`src/rtl/fsm_stream_ctrl_pkg.sv`:
```
// Shared definitions for the stream controller: controller and detector state codes,
// default width, and the detector transition/output table.
package fsm_stream_ctrl_pkg;

    localparam int DEFAULT_WIDTH = 8;

    typedef enum logic [1:0] {
        ST_IDLE = 2'b00,
        ST_CLR  = 2'b01,
        ST_RUN  = 2'b10,
        ST_DONE = 2'b11
    } ctrl_state_t;

    typedef enum logic [2:0] {
        DET_A = 3'b000,
        DET_B = 3'b001,
        DET_C = 3'b010,
        DET_D = 3'b011,
        DET_E = 3'b100
    } det_state_t;

    typedef struct packed {
        det_state_t next;
        logic       y;
    } det_step_t;

    // Mealy table of the sequence detector. A run of ones walks B,E,D,C,A,E,...
    // A zero returns to B, except from E where it moves to A and emits a one.
    function automatic det_step_t det_step(input det_state_t cur, input logic x);
        det_step_t s;
        s.next = DET_B;
        s.y    = 1'b0;
        case (cur)
            DET_A: begin s.next = x ? DET_E : DET_B; s.y = x;  end
            DET_B: begin s.next = x ? DET_E : DET_B; s.y = x;  end
            DET_C: begin s.next = x ? DET_A : DET_B; s.y = x;  end
            DET_D: begin s.next = x ? DET_C : DET_B; s.y = x;  end
            DET_E: begin s.next = x ? DET_D : DET_A; s.y = ~x; end
            default: begin s.next = DET_B; s.y = 1'b0; end
        endcase
        return s;
    endfunction

endpackage

```
`src/rtl/c_FSM.sv`:
```
// Embedded Mealy sequence detector; asynchronous active-high reset places it in state B.
module c_FSM
    import fsm_stream_ctrl_pkg::*;
(
    output logic y_out,
    input  logic x_in,
    input  logic clk,
    input  logic reset
);

    det_state_t state_reg;
    det_state_t state_next;
    det_step_t  step;

    always_ff @(posedge clk or posedge reset) begin
        if (reset) begin
            state_reg <= DET_B;
        end else begin
            state_reg <= state_next;
        end
    end

    always_comb begin
        step       = det_step(state_reg, x_in);
        state_next = step.next;
        y_out      = step.y;
    end

endmodule

```
`src/rtl/fsm_stream_ctrl.sv`:
```
// Job controller: streams a captured pattern MSB-first through the embedded detector and
// collects its Mealy outputs into result, with popcount, per job.
module fsm_stream_ctrl
    import fsm_stream_ctrl_pkg::*;
#(
    parameter int WIDTH = DEFAULT_WIDTH
) (
    input  logic                         clk,
    input  logic                         reset,
    input  logic                         start,
    input  logic                         abort,
    input  logic [WIDTH-1:0]             pattern_in,
    output logic                         busy,
    output logic                         done,
    output logic [WIDTH-1:0]             result,
    output logic [$clog2(WIDTH+1)-1:0]   ones,
    output logic                         fsm_x,
    output logic                         fsm_y
);

    localparam int CW = $clog2(WIDTH+1);

    ctrl_state_t      state_reg,   state_next;
    logic [WIDTH-1:0] shift_reg,   shift_next;
    logic [WIDTH-1:0] collect_reg, collect_next;
    logic [WIDTH-1:0] result_reg,  result_next;
    logic [CW-1:0]    ones_reg,    ones_next;
    logic [CW-1:0]    cnt_reg,     cnt_next;
    logic             clr_reg,     clr_next;

    logic [WIDTH-1:0] collect_shift;
    logic [CW-1:0]    pop_count;
    logic             det_reset;

    // Detector is cleared by the top-level reset or by the flopped per-job clear.
    assign det_reset = ~reset | clr_reg;

    c_FSM u_det (
        .y_out (fsm_y),
        .x_in  (fsm_x),
        .clk   (clk),
        .reset (det_reset)
    );

    assign collect_shift = {collect_reg[WIDTH-2:0], fsm_y};

    always_comb begin
        pop_count = '0;
        for (int i = 0; i < WIDTH; i++) begin
            pop_count = pop_count + CW'(collect_shift[i]);
        end
    end

    always_comb begin
        state_next   = state_reg;
        shift_next   = shift_reg;
        collect_next = collect_reg;
        result_next  = result_reg;
        ones_next    = ones_reg;
        cnt_next     = cnt_reg;
        clr_next     = 1'b0;
        case (state_reg)
            ST_IDLE: begin
                if (start) begin
                    shift_next   = pattern_in;
                    collect_next = '0;
                    cnt_next     = '0;
                    clr_next     = 1'b1;
                    state_next   = ST_CLR;
                end
            end
            ST_CLR: begin
                cnt_next   = '0;
                state_next = abort ? ST_IDLE : ST_RUN;
            end
            ST_RUN: begin
                if (abort) begin
                    state_next = ST_IDLE;
                end else begin
                    shift_next   = {shift_reg[WIDTH-2:0], 1'b0};
                    collect_next = collect_shift;
                    cnt_next     = cnt_reg + CW'(1);
                    // Publish on the final capture so result is valid while done is high.
                    if (cnt_reg == CW'(WIDTH-1)) begin
                        result_next = collect_shift;
                        ones_next   = pop_count;
                        state_next  = ST_DONE;
                    end
                end
            end
            ST_DONE: begin
                state_next = ST_IDLE;
            end
            default: begin
                state_next = ST_IDLE;
            end
        endcase
    end

    always_ff @(posedge clk or negedge reset) begin
        if (!reset) begin
            state_reg   <= ST_IDLE;
            shift_reg   <= '0;
            collect_reg <= '0;
            result_reg  <= '0;
            ones_reg    <= '0;
            cnt_reg     <= '0;
            clr_reg     <= 1'b0;
        end else begin
            state_reg   <= state_next;
            shift_reg   <= shift_next;
            collect_reg <= collect_next;
            result_reg  <= result_next;
            ones_reg    <= ones_next;
            cnt_reg     <= cnt_next;
            clr_reg     <= clr_next;
        end
    end

    assign busy   = (state_reg != ST_IDLE);
    assign done   = (state_reg == ST_DONE);
    assign fsm_x  = (state_reg == ST_RUN) & shift_reg[WIDTH-1];
    assign result = result_reg;
    assign ones   = ones_reg;

endmodule

```
`config.mk`:
```
export PLATFORM = sky130hd
export DESIGN_NAME = fsm_stream_ctrl
export DESIGN_NICKNAME = d
export VERILOG_FILES = /design/src/rtl/fsm_stream_ctrl_pkg.sv /design/src/rtl/c_FSM.sv /design/src/rtl/fsm_stream_ctrl.sv
export SDC_FILE = /design/constraint.sdc
export NUM_CORES = 1
export LEC_CHECK = 0
export CAP_MARGIN = 5
export CORE_ASPECT_RATIO = 1.75
export CORE_UTILIZATION = 36
export DETAILED_ROUTE_END_ITERATION = 12
export PLACE_DENSITY_LB_ADDON = 0.15
export SYNTH_ARGS = -nofsm -noshare
export SYNTH_HDL_FRONTEND = slang
export SYNTH_SLANG_ARGS = --single-unit
```
`constraint.sdc`:
```
create_clock -name clk -period 1.3 [get_ports clk]
set_input_delay 0.195 -clock clk [delete_from_list [all_inputs] [get_ports clk]]
set_output_delay 0.195 -clock clk [all_outputs]
set_load 0.02 [all_outputs]
```
==> metrics.cfg, run 1 <==
[run_status]
status = complete, but fails checks
violations = negative setup slack

[final_layout]
fin_util_pct = 55.6
synthToLayoutAreaGrowth_pct = 48.6
n_fill_cell = 426
finalInstanceArea_mm2 = 0.00277
diodes = 0
finalNetCount = 236
drive_above_1_share_pct = 48.4

[setup_path]
rrSetupSlack_ps = -1670
cp_cell_sequence = fa_1 -> inv_1 -> fa_1 -> fa_2 -> inv_2 -> ha_4 -> inv_2 -> fa_2 -> xnor2_1 -> mux2_2
end_kind = register
worst-path-stages = 10
crit-reg2reg-launch = collect_reg[0]
r2r_cells = 10
arrival_ps = 3150
critPathRequiredTime_ps = 1480
critPathTopFamily = adder cells
crit_type = register to register
critPathLaunchType = register
worstPathMaxFanout = 2
crit_slowest_cell = fa_1
r2r-end = ones[2]
critPathBufInv = 3
cp_slowest_stage_delay_ps = 540

[synth]
synth_top_area_cell = dfrtp_1
yosysWarnings = 0
synth_simple_gate_area_share_pct = 8.46
syn-mean-instance-area_um2 = 12.8
synth.most_common_cell = dfrtp_1
synth_cell_type_count = 37
yosysTopAreaCellShare_pct = 48.4
synthAdderAreaFrac_pct = 6.98
synthArstFlopShare_pct = 100
synthMuxAreaShare_pct = 18.9
ys_ff_latch = 37
synth_edf_count = 0
netlist_instances = 145
synth-seq-area-share_pct = 49.8
synth_area_mm2 = 0.00186
synth-xor-area-share_pct = 0.470
synth_compound_area_share_pct = 10.1
synth_flop_cell = dfrtp_1
synth_nets = 165
synthTopCellsByCount = 36 x dfrtp_1, 17 x inv_1, 17 x mux2_2, 10 x mux2_4, 9 x a22o_1
synth_top_family_by_area = multiplexers
synth.area.top_cells = dfrtp_1 48%, mux2_2 10%, mux2_4 8.1%, fa_1 4.3%, a22o_1 4.2%

[sta]
worst-slew-pin-transition_ps = 302
rsz0062_at_grt = true
fin_ws_ps = -1670
setup_viol = 32
skew_ps = 8.67
post-route-min-period_ps = 2970
finalSetupTns_ps = -11590
period_share_pct = 228
clock.fmax_mhz = 337
slew_headroom_pct = 79.9
finalHoldViolCount = 0
slew_viol_final = 0

[drt]
vias = 1403
drtIter0Drc = 28
wl_um = 4520
first_pass_iters = 4
drc = 0
ant_nets = 0
vias_per_cell = 5.18
routedWlPerCell_um = 16.7

[clock_tree]
clkTransAtPathRegs_ps = 70
htreeDepth = 2
cts_tree = built
hold_buffers = 0
numClockSinks = 37
clockBufferDepth = 2
insertion_delay_ps = 290
numCtsBuffers = 5
root_buffer = clkbuf_8

[pwr]
p_leak_nw = 1.42
peakVddDrop_mv = 0.973
power_mw = 2.76
p_per_area_mw_per_mm2 = 996

[grt]
grt_pass1_vias = 1610
grt_remaining_overflow = 0
antenna_found_initial = 0
grt_use_total_pct = 18.1
grt_max_degree = 21
grt_pass1_wl_um = 7530

[floorplan]
die-area_mm2 = 0.00548
dieHeight_um = 97.2
die_x_um = 56.4
coreArea_mm2 = 0.00498
initial_utilization_pct = 37.4
ios = 28
row_count = 34

[placed_design]
gp_congestion = 0.836
dp_hpwl_um = 3080
preCtsSetupSlack_ps = -1700
io_buffers = 27
dpl_cell_area_mm2 = 0.00244

[flow_run]
drv_cap = 0

[hold_path]
worst_hold_path_type = register to asynchronous set/reset pin

==> placed cells by master (no fill, tap or decap), types with 3 or more instances in the layout <==
cell             count
a21oi_1              3
a22o_1               9
mux2_2               4
buf_12               3
clkbuf_8             5
buf_6               10
dfrtp_1             36
dlygate4sd2_1       12
inv_2                5
nand2b_4             3
nor2_1               3
mux2_4              23
inv_1               12
clkdlybuf4s50_1     11
buf_4               30
==> cells by family (layout without fill, tap and decap cells) <==
| family | after synthesis | count (layout) |
|---|---|---|
| compound gates | 25 | 25 |
| xor+xnor | 1 | 1 |
| fa+ha+maj | 8 | 8 |
| buf+inv | 22 | 94 |
| flops | 37 | 37 |
| mux | 28 | 28 |
| simple gates | 24 | 24 |
==> how the worst max path moves through the flow <==
| stage | start | endpoint | slack, ps |
|---|---|---|---|
| global placement | collect_reg[0] | ones[2] | -1680 |
| finish | collect_reg[0] | ones[2] | -1670 |
| detailed placement | collect_reg[0] | ones[2] | -1700 |
| CTS | collect_reg[0] | ones[2] | -1680 |
| global route | collect_reg[0] | ones[2] | -1770 |
| floorplan | collect_reg[0] | ones[2] | -1610 |
==> area by class of cell <==
type                            instances  area [µm²]  share of cell area [%]
Tap cell                               54        67.6                    2.44
Multi-Input combinational cell         86         966                    34.9
Sequential cell                        37         927                    33.5
Timing Repair Buffer                   68         656                    23.7
Inverter                               18        70.1                    2.53
Clock inverter                          2        10.0                   0.361
Clock buffer                            6        72.6                    2.62
==> metrics by stage <==
stage,hold WS [ps],cells
2_1_floorplan,-101,145
5_1_grt,254,271
3_3_place_gp,206,252
4_1_cts,231,270
6_report,228,271
3_5_place_dp,228,252
==> metal layers <==
layer	vias to the layer above	share of wire [%]	global-route usage [%]	wire, µm
li1	644	-	-	-
met1	706	36	18.6	1630
met2	40	58	34.2	2610
met3	13	3.5	3.86	160
met4	0	2.7	7.32	121
met5	-	0	0	0
==> power by group <==
| part | internal [mW] | leakage, nW | switching [mW] |
|---|---|---|---|
| clock | 0.371 | 0.0450 | 0.401 |
| combinational | 0.401 | 0.887 | 0.270 |
| sequential | 1.25 | 0.487 | 0.0587 |
| total | 2.03 | 1.42 | 0.730 |
==> timing repair <==
item / in CTS / in global routing
resized for setup: 71 / 10
pin swaps: 13 / 6
setup endpoints to repair: 44 / 36
buffers inserted: 9 / 4
gates cloned: 1 / 0
(Power assumes the default switching activity.)
==> inputs of run 2 (changes only) <==
--- a/config.mk
+++ b/config.mk
@@ -7,8 +7,10 @@
 export LEC_CHECK = 0
 export CAP_MARGIN = 5
 export CORE_ASPECT_RATIO = 1.75
-export CORE_UTILIZATION = 36
+export CORE_UTILIZATION = 30
 export DETAILED_ROUTE_END_ITERATION = 12
+export HOLD_SLACK_MARGIN = 0.12
+export MAX_ROUTING_LAYER = met4
 export PLACE_DENSITY_LB_ADDON = 0.15
 export SYNTH_ARGS = -nofsm -noshare
 export SYNTH_HDL_FRONTEND = slang
==> run 2 against run 1 <==
Against the previous run: worst setup slack worse by 51 ps; largest power group unchanged; global-route usage fell by 2.3 points; worst hold slack worse by 13 ps; the run still ends with negative setup slack left.
==> metrics.cfg, run 2 (same netlist as run 1, synthesis figures left out) <==
[run_status]
status = complete, but fails checks
violations = negative setup slack

[final_layout]
synthToLayoutAreaGrowth_pct = 52.9
seqCellArea_um2 = 928
fin_util_pct = 48.1
drive_above_1_share_pct = 49.5
final_cell_mix = 35 x dfrtp_1, 27 x buf_4, 24 x mux2_4
multiInputGateArea_um2 = 970
final_common_cell = dfrtp_1
finalNetCount = 237
layout.cells.non_filler = 296
n_fill_cell = 595
diodes = 0

[floorplan]
coreArea_mm2 = 0.00593
dieHeight_um = 106
ios = 28
die-area_mm2 = 0.00654
initial_utilization_pct = 31.4
row_count = 37
die_x_um = 61.6

[sta]
whs_ps = 215
post-route-min-period_ps = 3020
worst-slew-pin-transition_ps = 277
slew_viol_final = 0
fin_ws_ps = -1720
slew_headroom_pct = 81.5
rsz0062_at_grt = true
clock.fmax_mhz = 331
finalHoldViolCount = 0
skew_ps = 3.73
period_share_pct = 232
setup_viol = 30

[clock_tree]
hold_buffers = 0
numCtsBuffers = 5
cts_tree = built
clockBufferDepth = 2
insertion_delay_ps = 290
htreeDepth = 2
numClockSinks = 37
root_buffer = clkbuf_8
clkTransAtPathRegs_ps = 70

[setup_path]
crit_start = collect_reg[0]
rrSetupSlack_ps = -1720
arrival_ps = 3200
r2r_cells = 10
critPathLaunchType = register
end_kind = register
worstPathMaxFanout = 2
crit_type = register to register
crit_end = ones[2]
cp_slowest_stage_delay_ps = 550
worst-path-stages = 10
cp_cell_sequence = fa_1 -> inv_1 -> fa_1 -> fa_2 -> inv_2 -> ha_4 -> inv_2 -> fa_2 -> xnor2_1 -> mux2_2
critPathBufInv = 3
critPathTopFamily = adder cells
critPathRequiredTime_ps = 1490
r2r-end = ones[2]
crit-reg2reg-launch = collect_reg[0]
crit_slowest_cell = fa_1

[drt]
drc = 0
wl_um = 4670
vias_per_cell = 4.74
routedWlPerCell_um = 15.8
drtIter0Drc = 23
ant_nets = 0
first_pass_iters = 4
vias = 1403

[hold_path]
worst_hold_path_type = register to asynchronous set/reset pin

[placed_design]
io_buffers = 27
dpl.cell_count = 274
gp_congestion = 0.731
preCtsSetupSlack_ps = -1720
dp_hpwl_um = 3150

[pwr]
p_leak_nw = 1.43
peakVddDrop_mv = 0.441
p_per_area_mw_per_mm2 = 985

[grt]
grt_use_total_pct = 15.8
grt_pass1_vias = 1505
grt_remaining_overflow = 0
grt_pass1_wl_um = 7220
grt_max_degree = 20
antenna_found_initial = 0

[flow_run]
drv_cap = 0

run 2: where the power goes:
group	switching, mW	internal, mW
combinational	0.271	0.424
sequential	0.0607	1.25
clock	0.423	0.372
run 2: per-layer routing:
layer  part of all wire [%]  GRT usage [%]  routed length (µm)
met5                      0              -                   0
met4                    2.2           6.98                 105
met3                    3.3           3.41                 156
met2                     58           27.6                2720
met1                     36           16.1                1690
run 2: repair_timing:
| item | CTS | global route |
|---|---|---|
| buffers inserted | 9 | 8 |
| setup endpoints to repair | 44 | 34 |
| cloned | 1 | 1 |
| resized for setup | 76 | 15 |
| pin swaps | 7 | 13 |
run 2: stage by stage:
stage          power, mW  instance area [µm²]  TNS (ps)
2_1_floorplan       1.61                 1890     -6890
3_3_place_gp        1.81                 2460    -15750
3_5_place_dp        1.83                 2460    -16430
4_1_cts             2.77                 2730    -11270
5_1_grt             2.95                 2850    -11790
6_report            2.81                 2850    -10640
run 2: worst min-delay path by stage:
stage | to | slack [ps] | cells past startpoint
after floorplan | clr_reg | -100 | 0
after global placement | u_det.state_reg[2] | 210 | 1
after detailed placement | u_det.state_reg[1] | 220 | 1
after CTS | u_det.state_reg[2] | 230 | 1
after global routing | u_det.state_reg[2] | 250 | 1
final | u_det.state_reg[1] | 210 | 1
run 2: final cells by class:
cell class	instances	share of cell area (%)
Multi-Input combinational cell	86	34.1
Clock buffer	6	2.55
Clock inverter	2	0.351
Sequential cell	37	32.6
Inverter	18	2.55
Tap cell	78	3.43
Timing Repair Buffer	69	24.5
==> inputs of run 3 (changes only) <==
--- a/config.mk
+++ b/config.mk
@@ -9,7 +9,7 @@
 export CORE_ASPECT_RATIO = 1.75
 export CORE_UTILIZATION = 30
 export DETAILED_ROUTE_END_ITERATION = 12
-export HOLD_SLACK_MARGIN = 0.12
+export HOLD_SLACK_MARGIN = 0.1
 export MAX_ROUTING_LAYER = met4
 export PLACE_DENSITY_LB_ADDON = 0.15
 export SYNTH_ARGS = -nofsm -noshare
==> results of run 3 <==
Same layout as run 2: the final DEF is identical, and so are final timing and power.
